## src/rtl/gray_pkg.sv

```systemverilog
`default_nettype none
// +----------------------------------------------------------------------+
// | Module   : gray_pkg                                                  |
// | Purpose  : Shared mode encodings and Gray/BCD helper functions.      |
// | Revision : 1.0  initial release                                      |
// +----------------------------------------------------------------------+
package gray_pkg;

    // Widest word the helper functions accept; callers zero-extend into it.
    localparam int c_max_width = 64;

    localparam logic MODE_B2G = 1'b0;
    localparam logic MODE_G2B = 1'b1;

    function automatic logic [c_max_width-1:0] bin2gray(
        input logic [c_max_width-1:0] b,
        input int                     width
    );
        logic [c_max_width-1:0] m;
        m = '0;
        for (int i = 0; i < c_max_width; i++) begin
            if (i < width) begin
                m[i] = b[i];
            end
        end
        return m ^ (m >> 1);
    endfunction

    function automatic logic [c_max_width-1:0] gray2bin(
        input logic [c_max_width-1:0] g,
        input int                     width
    );
        logic [c_max_width-1:0] r;
        logic                   acc;
        r   = '0;
        acc = 1'b0;
        for (int i = c_max_width - 1; i >= 0; i--) begin
            if (i < width) begin
                acc  = acc ^ g[i];
                r[i] = acc;
            end
        end
        return r;
    endfunction

    function automatic logic bcd_nibble_bad(input logic [3:0] n);
        return (n > 4'd9);
    endfunction

    function automatic logic bcd_word_bad(
        input logic [c_max_width-1:0] w,
        input int                     width
    );
        logic bad;
        bad = 1'b0;
        for (int j = 0; j < c_max_width / 4; j++) begin
            if ((4 * j + 3) < width) begin
                bad = bad | bcd_nibble_bad(w[4*j +: 4]);
            end
        end
        return bad;
    endfunction

endpackage
`default_nettype wire

```

## src/rtl/gray_codec_stage.sv

```systemverilog
`default_nettype none
// +----------------------------------------------------------------------+
// | Module   : gray_codec_stage                                          |
// | Purpose  : One pipeline register of the Gray codec; resolves the     |
// |            Gray->binary bits SLICE_HI..SLICE_LO of the word.         |
// | Revision : 1.0  initial release                                      |
// +----------------------------------------------------------------------+
module gray_codec_stage
    import gray_pkg::*;
#(
    parameter int WIDTH     = 8,
    parameter int CHECK_BCD = 1,
    parameter int FIRST     = 1,
    parameter int LAST      = 1,
    parameter int SLICE_HI  = 7,
    parameter int SLICE_LO  = 0
) (
    input  logic             clk,
    input  logic             rst,
    input  logic             adv,
    input  logic             in_valid,
    input  logic             in_mode,
    input  logic [WIDTH-1:0] in_data,
    input  logic             in_err,
    output logic             out_valid,
    output logic             out_mode,
    output logic [WIDTH-1:0] out_data,
    output logic             out_err
);

    logic             r_valid;
    logic             r_mode;
    logic [WIDTH-1:0] r_data;
    logic             r_err;

    logic [WIDTH-1:0] w_data;
    logic             w_err;

    // Gray->binary words carry resolved binary above SLICE_HI and raw Gray
    // below it, so bit i+1 is always already binary when bit i is resolved.
    always_comb begin
        w_data = in_data;
        if ((FIRST != 0) && (in_mode == MODE_B2G)) begin
            w_data = WIDTH'(bin2gray(c_max_width'(in_data), WIDTH));
        end
        if (in_mode == MODE_G2B) begin
            for (int i = WIDTH - 2; i >= 0; i--) begin
                if ((i <= SLICE_HI) && (i >= SLICE_LO)) begin
                    w_data[i] = w_data[i+1] ^ w_data[i];
                end
            end
        end
    end

    always_comb begin
        w_err = in_err;
        if (CHECK_BCD != 0) begin
            if ((FIRST != 0) && (in_mode == MODE_B2G)) begin
                w_err = bcd_word_bad(c_max_width'(in_data), WIDTH);
            end
            if ((LAST != 0) && (in_mode == MODE_G2B)) begin
                w_err = bcd_word_bad(c_max_width'(w_data), WIDTH);
            end
        end
    end

    always_ff @(posedge clk or posedge rst) begin
        if (rst) begin
            r_valid <= 1'b0;
            r_mode  <= MODE_B2G;
            r_data  <= '0;
            r_err   <= 1'b0;
        end else if (adv) begin
            r_valid <= in_valid;
            r_mode  <= in_mode;
            r_data  <= w_data;
            r_err   <= w_err;
        end
    end

    assign out_valid = r_valid;
    assign out_mode  = r_mode;
    assign out_data  = r_data;
    assign out_err   = r_err;

endmodule
`default_nettype wire

```

## src/rtl/gray_codec_pipe.sv

```systemverilog
`default_nettype none
// +----------------------------------------------------------------------+
// | Module   : gray_codec_pipe                                           |
// | Purpose  : Pipelined binary<->Gray converter with valid/ready and    |
// |            optional BCD digit check; STAGES cycles of latency.       |
// | Revision : 1.0  initial release                                      |
// +----------------------------------------------------------------------+
module gray_codec_pipe
    import gray_pkg::*;
#(
    parameter int WIDTH     = 8,
    parameter int STAGES    = 2,
    parameter int CHECK_BCD = 1
) (
    input  logic             clk,
    input  logic             rst,
    input  logic             in_valid,
    output logic             in_ready,
    input  logic             in_mode,
    input  logic [WIDTH-1:0] in_data,
    output logic             out_valid,
    input  logic             out_ready,
    output logic [WIDTH-1:0] out_data,
    output logic             out_mode,
    output logic             out_err
);

    // Gray->binary bits resolved per stage, MSB slice first.
    localparam int c_chunk = (WIDTH + STAGES - 1) / STAGES;

    logic                         w_adv;
    logic [STAGES:0]              w_valid;
    logic [STAGES:0]              w_mode;
    logic [STAGES:0]              w_err;
    logic [STAGES:0][WIDTH-1:0]   w_data;

    // Bubbles are kept: the whole pipe moves together or not at all.
    assign w_adv    = out_ready || !w_valid[STAGES];
    assign in_ready = w_adv;

    assign w_valid[0] = in_valid;
    assign w_mode[0]  = in_mode;
    assign w_data[0]  = in_data;
    assign w_err[0]   = 1'b0;

    generate
        for (genvar k = 0; k < STAGES; k++) begin : g_stage
            localparam int c_hi     = WIDTH - 1 - k * c_chunk;
            localparam int c_lo_raw = WIDTH - (k + 1) * c_chunk;
            localparam int c_lo     = (c_lo_raw < 0) ? 0 : c_lo_raw;

            gray_codec_stage #(
                .WIDTH     (WIDTH),
                .CHECK_BCD (CHECK_BCD),
                .FIRST     ((k == 0) ? 1 : 0),
                .LAST      ((k == STAGES - 1) ? 1 : 0),
                .SLICE_HI  (c_hi),
                .SLICE_LO  (c_lo)
            ) u_stage (
                .clk       (clk),
                .rst       (rst),
                .adv       (w_adv),
                .in_valid  (w_valid[k]),
                .in_mode   (w_mode[k]),
                .in_data   (w_data[k]),
                .in_err    (w_err[k]),
                .out_valid (w_valid[k+1]),
                .out_mode  (w_mode[k+1]),
                .out_data  (w_data[k+1]),
                .out_err   (w_err[k+1])
            );
        end
    endgenerate

    assign out_valid = w_valid[STAGES];
    assign out_mode  = w_mode[STAGES];
    assign out_data  = w_data[STAGES];
    assign out_err   = w_err[STAGES];

endmodule
`default_nettype wire
```

## config.mk

```make
export PLATFORM = sky130hd
export DESIGN_NAME = gray_codec_pipe
export DESIGN_NICKNAME = d
export VERILOG_FILES = /design/src/rtl/gray_pkg.sv /design/src/rtl/gray_codec_stage.sv /design/src/rtl/gray_codec_pipe.sv
export SDC_FILE = /design/constraint.sdc
export NUM_CORES = 1
export LEC_CHECK = 0
export BUFFER_PORTS_ARGS = -buffer_cell sky130_fd_sc_hd__buf_2
export CORE_ASPECT_RATIO = 1.25
export CORE_MARGIN = 5
export CORE_UTILIZATION = 46
export CTS_CLUSTER_SIZE = 28
export DETAILED_ROUTE_END_ITERATION = 6
export PLACE_DENSITY = 0.68
export SETUP_SLACK_MARGIN = 0.02
export SLEW_MARGIN = 25
export SYNTH_ARGS = -nofsm -noshare
export SYNTH_HDL_FRONTEND = slang
export SYNTH_SLANG_ARGS = --single-unit
export TNS_END_PERCENT = 100
```

## constraint.sdc

```tcl
create_clock -name clk -period 1.3 [get_ports clk]
set_clock_uncertainty 0.05 [all_clocks]
set_input_delay 0.26 -clock clk [delete_from_list [all_inputs] [get_ports clk]]
set_output_delay 0.26 -clock clk [all_outputs]
set_load 0.05 [all_outputs]
```

# == Word-level counts from Yosys, hierarchy flattened ==
# Index checks and enable logic that the tools add are counted.
# totals
in_bits,13
ff_bits,22
out_inout_bits,12
# op_classes
n_reduce_logical,2
mux,20
n_bitwise,10
magnitude_cmp,4
# ops
operator,count
$mux W1,17
$gt A4 B4 Y1 const B,4
$mux W8,1
$xor A8 B7 Y8,1
$xor A1 B1 Y1,7
$mux W4,1
$mux W3,1
$or A1 B1 Y1,2
$logic_not A1 Y1,1
$logic_or A1 B1 Y1,1

# == Depth between registers and ports, before layout ==
# depth
depth_word,12
mapped_depth,6
depth_no_buf,6

# == By module ==
# Synthesis repeated with hierarchy kept, for this count alone.
# hier_totals
cells_unflattened,118
hier_area_um2,1229.9
# modules_own_cells
module,seq_area_each_um2,cells_per_inst,n_inst,area_per_inst_um2
gray_codec_stage (g_stage[0].u_stage),275.3,69,1,681.9
gray_codec_stage (g_stage[1].u_stage),275.3,47,1,538.0
gray_codec_pipe,0.0,2,1,10.0

# == Least setup slack after synthesis ==
# Ideal clock, no wire load.
# synth_path
path_type,reg2reg
startpoint,register g_stage[1].u_stage.r_valid
endpoint,register g_stage[0].u_stage.r_data[5]
path_slack_ns,-0.589
setup_ns,0.164
arrival_ns,1.675
stages_incl_launch_ff,5
path_buffers,1
period_less_slack_ns,1.889
path_cell_list,dfrtp_1 nor2b_1 inv_1 clkbuf_1 a21oi_1
# synth_between
elab_chain_cells,2
# synth_lines
element,line_no,text
from (decl),gray_codec_stage.sv:31,logic r_valid;
from (signal assigned),gray_codec_stage.sv:74,r_valid <= in_valid;
$logic_not A1 Y1,gray_codec_pipe.sv:38,assign w_adv = out_ready || !w_valid[STAGES];
$logic_or A1 B1 Y1,gray_codec_pipe.sv:38,
via in_ready,gray_codec_pipe.sv:18,"output logic in_ready,"
to (signal assigned),gray_codec_stage.sv:76,r_data <= w_data;
to (decl),gray_codec_stage.sv:33,logic [WIDTH-1:0] r_data;
# The timed path passes the listed nets, and every way through them passes these cells.
# A chain may end at the register's enable or synchronous reset.

# == Worst setup path after layout ==
# layout_path
startpoint,register g_stage[1].u_stage.r_valid
endpoint,output in_ready
# layout_between
elab_chain_cells,2
# layout_lines
element,line_no
$logic_not A1 Y1,gray_codec_pipe.sv:38
$logic_or A1 B1 Y1,gray_codec_pipe.sv:38
to (decl),gray_codec_pipe.sv:18
# Every way passes these cells.

==> results.md <==
- At the later pin of the worst-skew pair, clock insertion delay measures 0.30 ns.
- The number of antenna violations at the first check in global routing is 0.
- The pre-CTS setup slack is -0.0468 ns.
- The number of antenna diodes in the final layout is 0.
- The post-synth design cell area is 1210 um^2.
- In the finished design, the share of the clock period the worst path needs comes to 105%.
- The number of cells on the worst reg-to-reg path is 4.
- Walking the worst path, the cells encountered are nor2b_4, inv_4, buf_8.
- After layout, the minimum clock period comes to 1.36 ns.
- The post-place instance area is 1400 um^2.
- The total overflow left after global routing is 0.
- The path type of the worst min-delay path is primary input to flop.
- Net switching is 42.0% of the power.
- The count of antenna-violating nets left after detailed routing is 0.
- Setup violations remaining at the end of the flow were counted as 1.
- The average wire per standard cell is 10.4 um.
- The cell sitting at the root of the clock tree is a sky130_fd_sc_hd__clkbuf_4.
- The total nets after synthesis is 159.
- Cells with a size suffix above 1 make up 25.4% of the layout.
- The boundary pin count is 25.
- The tool flagged a number of max-cap violations equal to 0.
- The critical-path cell with the highest stage delay is sky130_fd_sc_hd__dfrtp_2.
- The register bit total from synthesis is 22.
- The end-of-flow core utilization is 60.9%.
- The clock transition time at the flip-flop clock pins of the worst setup and hold paths is 0.11 ns.
- Entering global routing, the biggest net connects 23 pins.
- Summed over all nets, the half-perimeter wirelength after detailed placement is 1.65 mm.
- The placer congestion estimate is 0.731.
- The count of yosys warnings during synthesis is 0.
- The critical path crosses 3 cells after its start point.
- For this design the ratio of total power to cell area is 1490 nW/um^2.
- The number of hold violations in the final report is 0.
- The family with the most delay on the worst path is flip-flops.
- STA classifies the critical path startpoint as a flop.
- The die span in x is 55.9 um.
- The hold-critical path depth is 3.
- Headroom to the max-slew limit came out at 81.2%.
- For the pin with the worst max-slew slack, the measured transition is 0.282 ns.
- The highest clock rate is 0.735 GHz.
- The mean number of vias per cell is 4.79.
- Input and output buffers added on the ports amount to 24.
- Summing over every cut layer, the via total after detailed routing is 968.
- The floorplan has 20 rows.
- The maximum single-stage delay on the critical path is 0.42 ns.
- The via count of the first global-routing pass is 945.
- The wire length after detailed routing is 2.11 mm.
- The global-route wire length before repair is 3.88 mm.
- The number of iterations in the first detailed-routing pass is 4.
- The overall power is 2.25 mW.
- CTS built an H-tree with a depth of 1.
- The clock network burns 13.9% of the power.
- Summed over all cells, the static leakage comes to 0.770 nW.
- The endpoint arrival time on the critical path is 1.05 ns.
- The max-slew violation count is 0.
- The worst reg-to-reg setup slack is 0.04 ns.
- In the synthesized netlist, the number of instances is 138.
- Measured along the y axis, the die boundary spans 67.4 um.
- By area the synthesized netlist is led by sky130_fd_sc_hd__dfrtp_1, sky130_fd_sc_hd__nand2_1, sky130_fd_sc_hd__ha_1.
- The placed instance count is 195.
- The biggest area contributor in the post-synthesis netlist is sky130_fd_sc_hd__dfrtp_1.
- Leaving out filler cells and counting taps, the final layout contains 202.
- The end of the worst register-to-register path is g_stage[1].u_stage.out_data[0].
- The reg-to-reg critical path startpoint is g_stage[0].u_stage.out_data[4].
- The area of the die is 3770 um^2.
- In the post-route analysis, the smallest setup slack over all paths is -0.0607 ns.
- TritonCTS built the clock tree.
- Across the VDD grid, the largest voltage drop is 0.636 mV.
- The area growth from synthesis to layout is 24.4%.
- Setup repair after global routing could not meet its margin everywhere.
- The finished cells cover 1510 um^2.
- The detailed router finished its first iteration with 6 violations.
- The maximum buffer depth of the clock tree is 2.
- Clock tree synthesis found a total of 22 sinks.
- The post-route DRC violation count is 0.
- The critical path class is flop to output port.
- Combinational logic burns 44.2% of the power.
- The highest net fanout along the worst path is 2.
- The number of nets in the finished design is 191.
- The filler cells instantiated in the layout total 219.
- After synthesis, the mean cell area works out to 8.79 um^2.
- The floorplan step defined a core boundary enclosing 2480 um^2.
- Once the floorplan was initialized, standard cells occupied 48.9% of the core.
- The internal power of the cells totals 1.30 mW.
- The checks that failed: negative setup slack.
- The flow ran to the end, but the final reports show violations.
- The critical path buffer and inverter count is 2.
- The share of the synthesized area in the top cell type is 45.4%.
- The sequential-to-total area share from yosys stat is 45.4%.
- The hold-critical path endpoint is g_stage[0].u_stage.out_valid.
- Sequential cells burn 41.9% of the power.
- The endpoint class of the critical path is an output port.
- The global router's overall resource usage is 13.0%.
- Summed over all nets, the switching power comes to 0.945 mW.
- The worst hold path begins at in_valid.
- Yosys mapped the design onto 25 distinct sky130hd cell types.
- The number of clock buffers inserted by TritonCTS is 3.
- The required time of the worst setup path is 0.99 ns.
==> worst max path at each step <==
stage | start | endpoint | slack [ns]
after detailed placement | in_data[6] | g_stage[0].u_stage.out_err | -0.05
after global routing | g_stage[1].u_stage.out_valid | in_ready | -0.12
after floorplan | g_stage[1].u_stage.out_valid | in_ready | 0.03
after CTS | g_stage[1].u_stage.out_valid | in_ready | -0.09
final | g_stage[1].u_stage.out_valid | in_ready | -0.06
after global placement | in_data[6] | g_stage[0].u_stage.out_err | 0.02
==> cell families after synthesis <==
group	count (synthesis)	share of synthesized area, %
buffers and inverters	15	4.95
adders and majority gates	8	8.26
DFF	22	45.4
AOI/OAI and AO/OA	19	8.46
and+or+nand+nor	58	20.2
muxes	4	3.41
xor gates and xnor gates	12	9.29
==> what timing repair did <==
action                                  in CTS  in global routing
hold endpoints to repair                    22                  0
pin swaps                                    0                  3
hold buffers                                 1                  0
resized for setup                            5                 14
buffers inserted                             2                  0
endpoints found under the setup margin       1                 16
cloned                                       0                  0
==> registers in the layout, summed over array words and instances (netlist names) <==
register	flops
g_stage.u_stage.out_err	2
g_stage.u_stage.out_data	16
g_stage.u_stage.out_valid	2
g_stage.u_stage.out_mode	2
==> power groups by stage <==
stage	registers (mW)	logic (mW)	clock network (mW)
floorplan	1.28	0.391	0
global placement	0.946	0.919	0
detailed placement	0.952	0.933	0
CTS	0.937	0.960	0.330
global route	0.971	1.08	0.351
finish	0.941	0.993	0.313
==> per-stage QoR <==
stage / hold WS (ns) / setup TNS [ns]
2_1_floorplan: 0.199 / 0
3_3_place_gp: 0.253 / 0
3_5_place_dp: 0.257 / -0.0468
4_1_cts: 0.0960 / -0.0854
5_1_grt: 0.122 / -0.146
6_report: 0.106 / -0.0607
==> synthesized netlist by cell type, drive strengths merged <==
cell,instances
nand3,1
nand3b,1
nand4b,1
a21o,1
dfrtp,22
mux2,1
clkbuf,3
buf,3
a21oi,4
nor2b,3
and3,1
and3b,1
inv,9
ha,8
xor2,4
nand2,41
xnor2,8
nand2b,1
o21ai,12
nor2,8
o211ai,1
a211oi,1
mux2i,3
==> cell usage in the layout, fill, tap and decap left out, types with 2 or more instances in the layout <==
cell type	netlist	final
sky130_fd_sc_hd__nand2_1	41	41
sky130_fd_sc_hd__dfrtp_1	22	21
sky130_fd_sc_hd__buf_2	3	15
sky130_fd_sc_hd__clkbuf_4	0	11
sky130_fd_sc_hd__o21ai_0	11	10
sky130_fd_sc_hd__inv_1	9	8
sky130_fd_sc_hd__xnor2_1	8	8
sky130_fd_sc_hd__ha_1	8	8
sky130_fd_sc_hd__nor2_1	8	6
sky130_fd_sc_hd__buf_4	0	6
sky130_fd_sc_hd__a21oi_1	4	4
sky130_fd_sc_hd__xor2_1	3	3
sky130_fd_sc_hd__mux2i_1	3	3
sky130_fd_sc_hd__o21ai_1	1	2
sky130_fd_sc_hd__nor2b_1	3	2
sky130_fd_sc_hd__buf_6	0	2
==> metal layers <==
metal / track usage [%] / vias up / part of all wire [%]
met4: 7.12 / 0 / 2.0
met5: 0 / - / 0
li1: - / 501 / -
met3: 2.49 / 4 / 6.4
met2: 23.4 / 26 / 48
met1: 14.6 / 437 / 44
==> area by class of cell <==
type                    count  area [um^2]  area share (%)
repair buffers             33          228            15.1
inverters                   9         36.3            2.41
flip-flops and latches     22          552            36.6
well taps                  33         41.3            2.74
multi-input cells         101          624            41.4
clock buffers               4         26.3            1.74
==> worst min-delay path, stage by stage <==
cell	delay, ns
sky130_fd_sc_hd__buf_2	0.08
sky130_fd_sc_hd__nand2_1	0.04
sky130_fd_sc_hd__nand2_1	0.06
No activity file was read; power rests on OpenSTA's default activity.
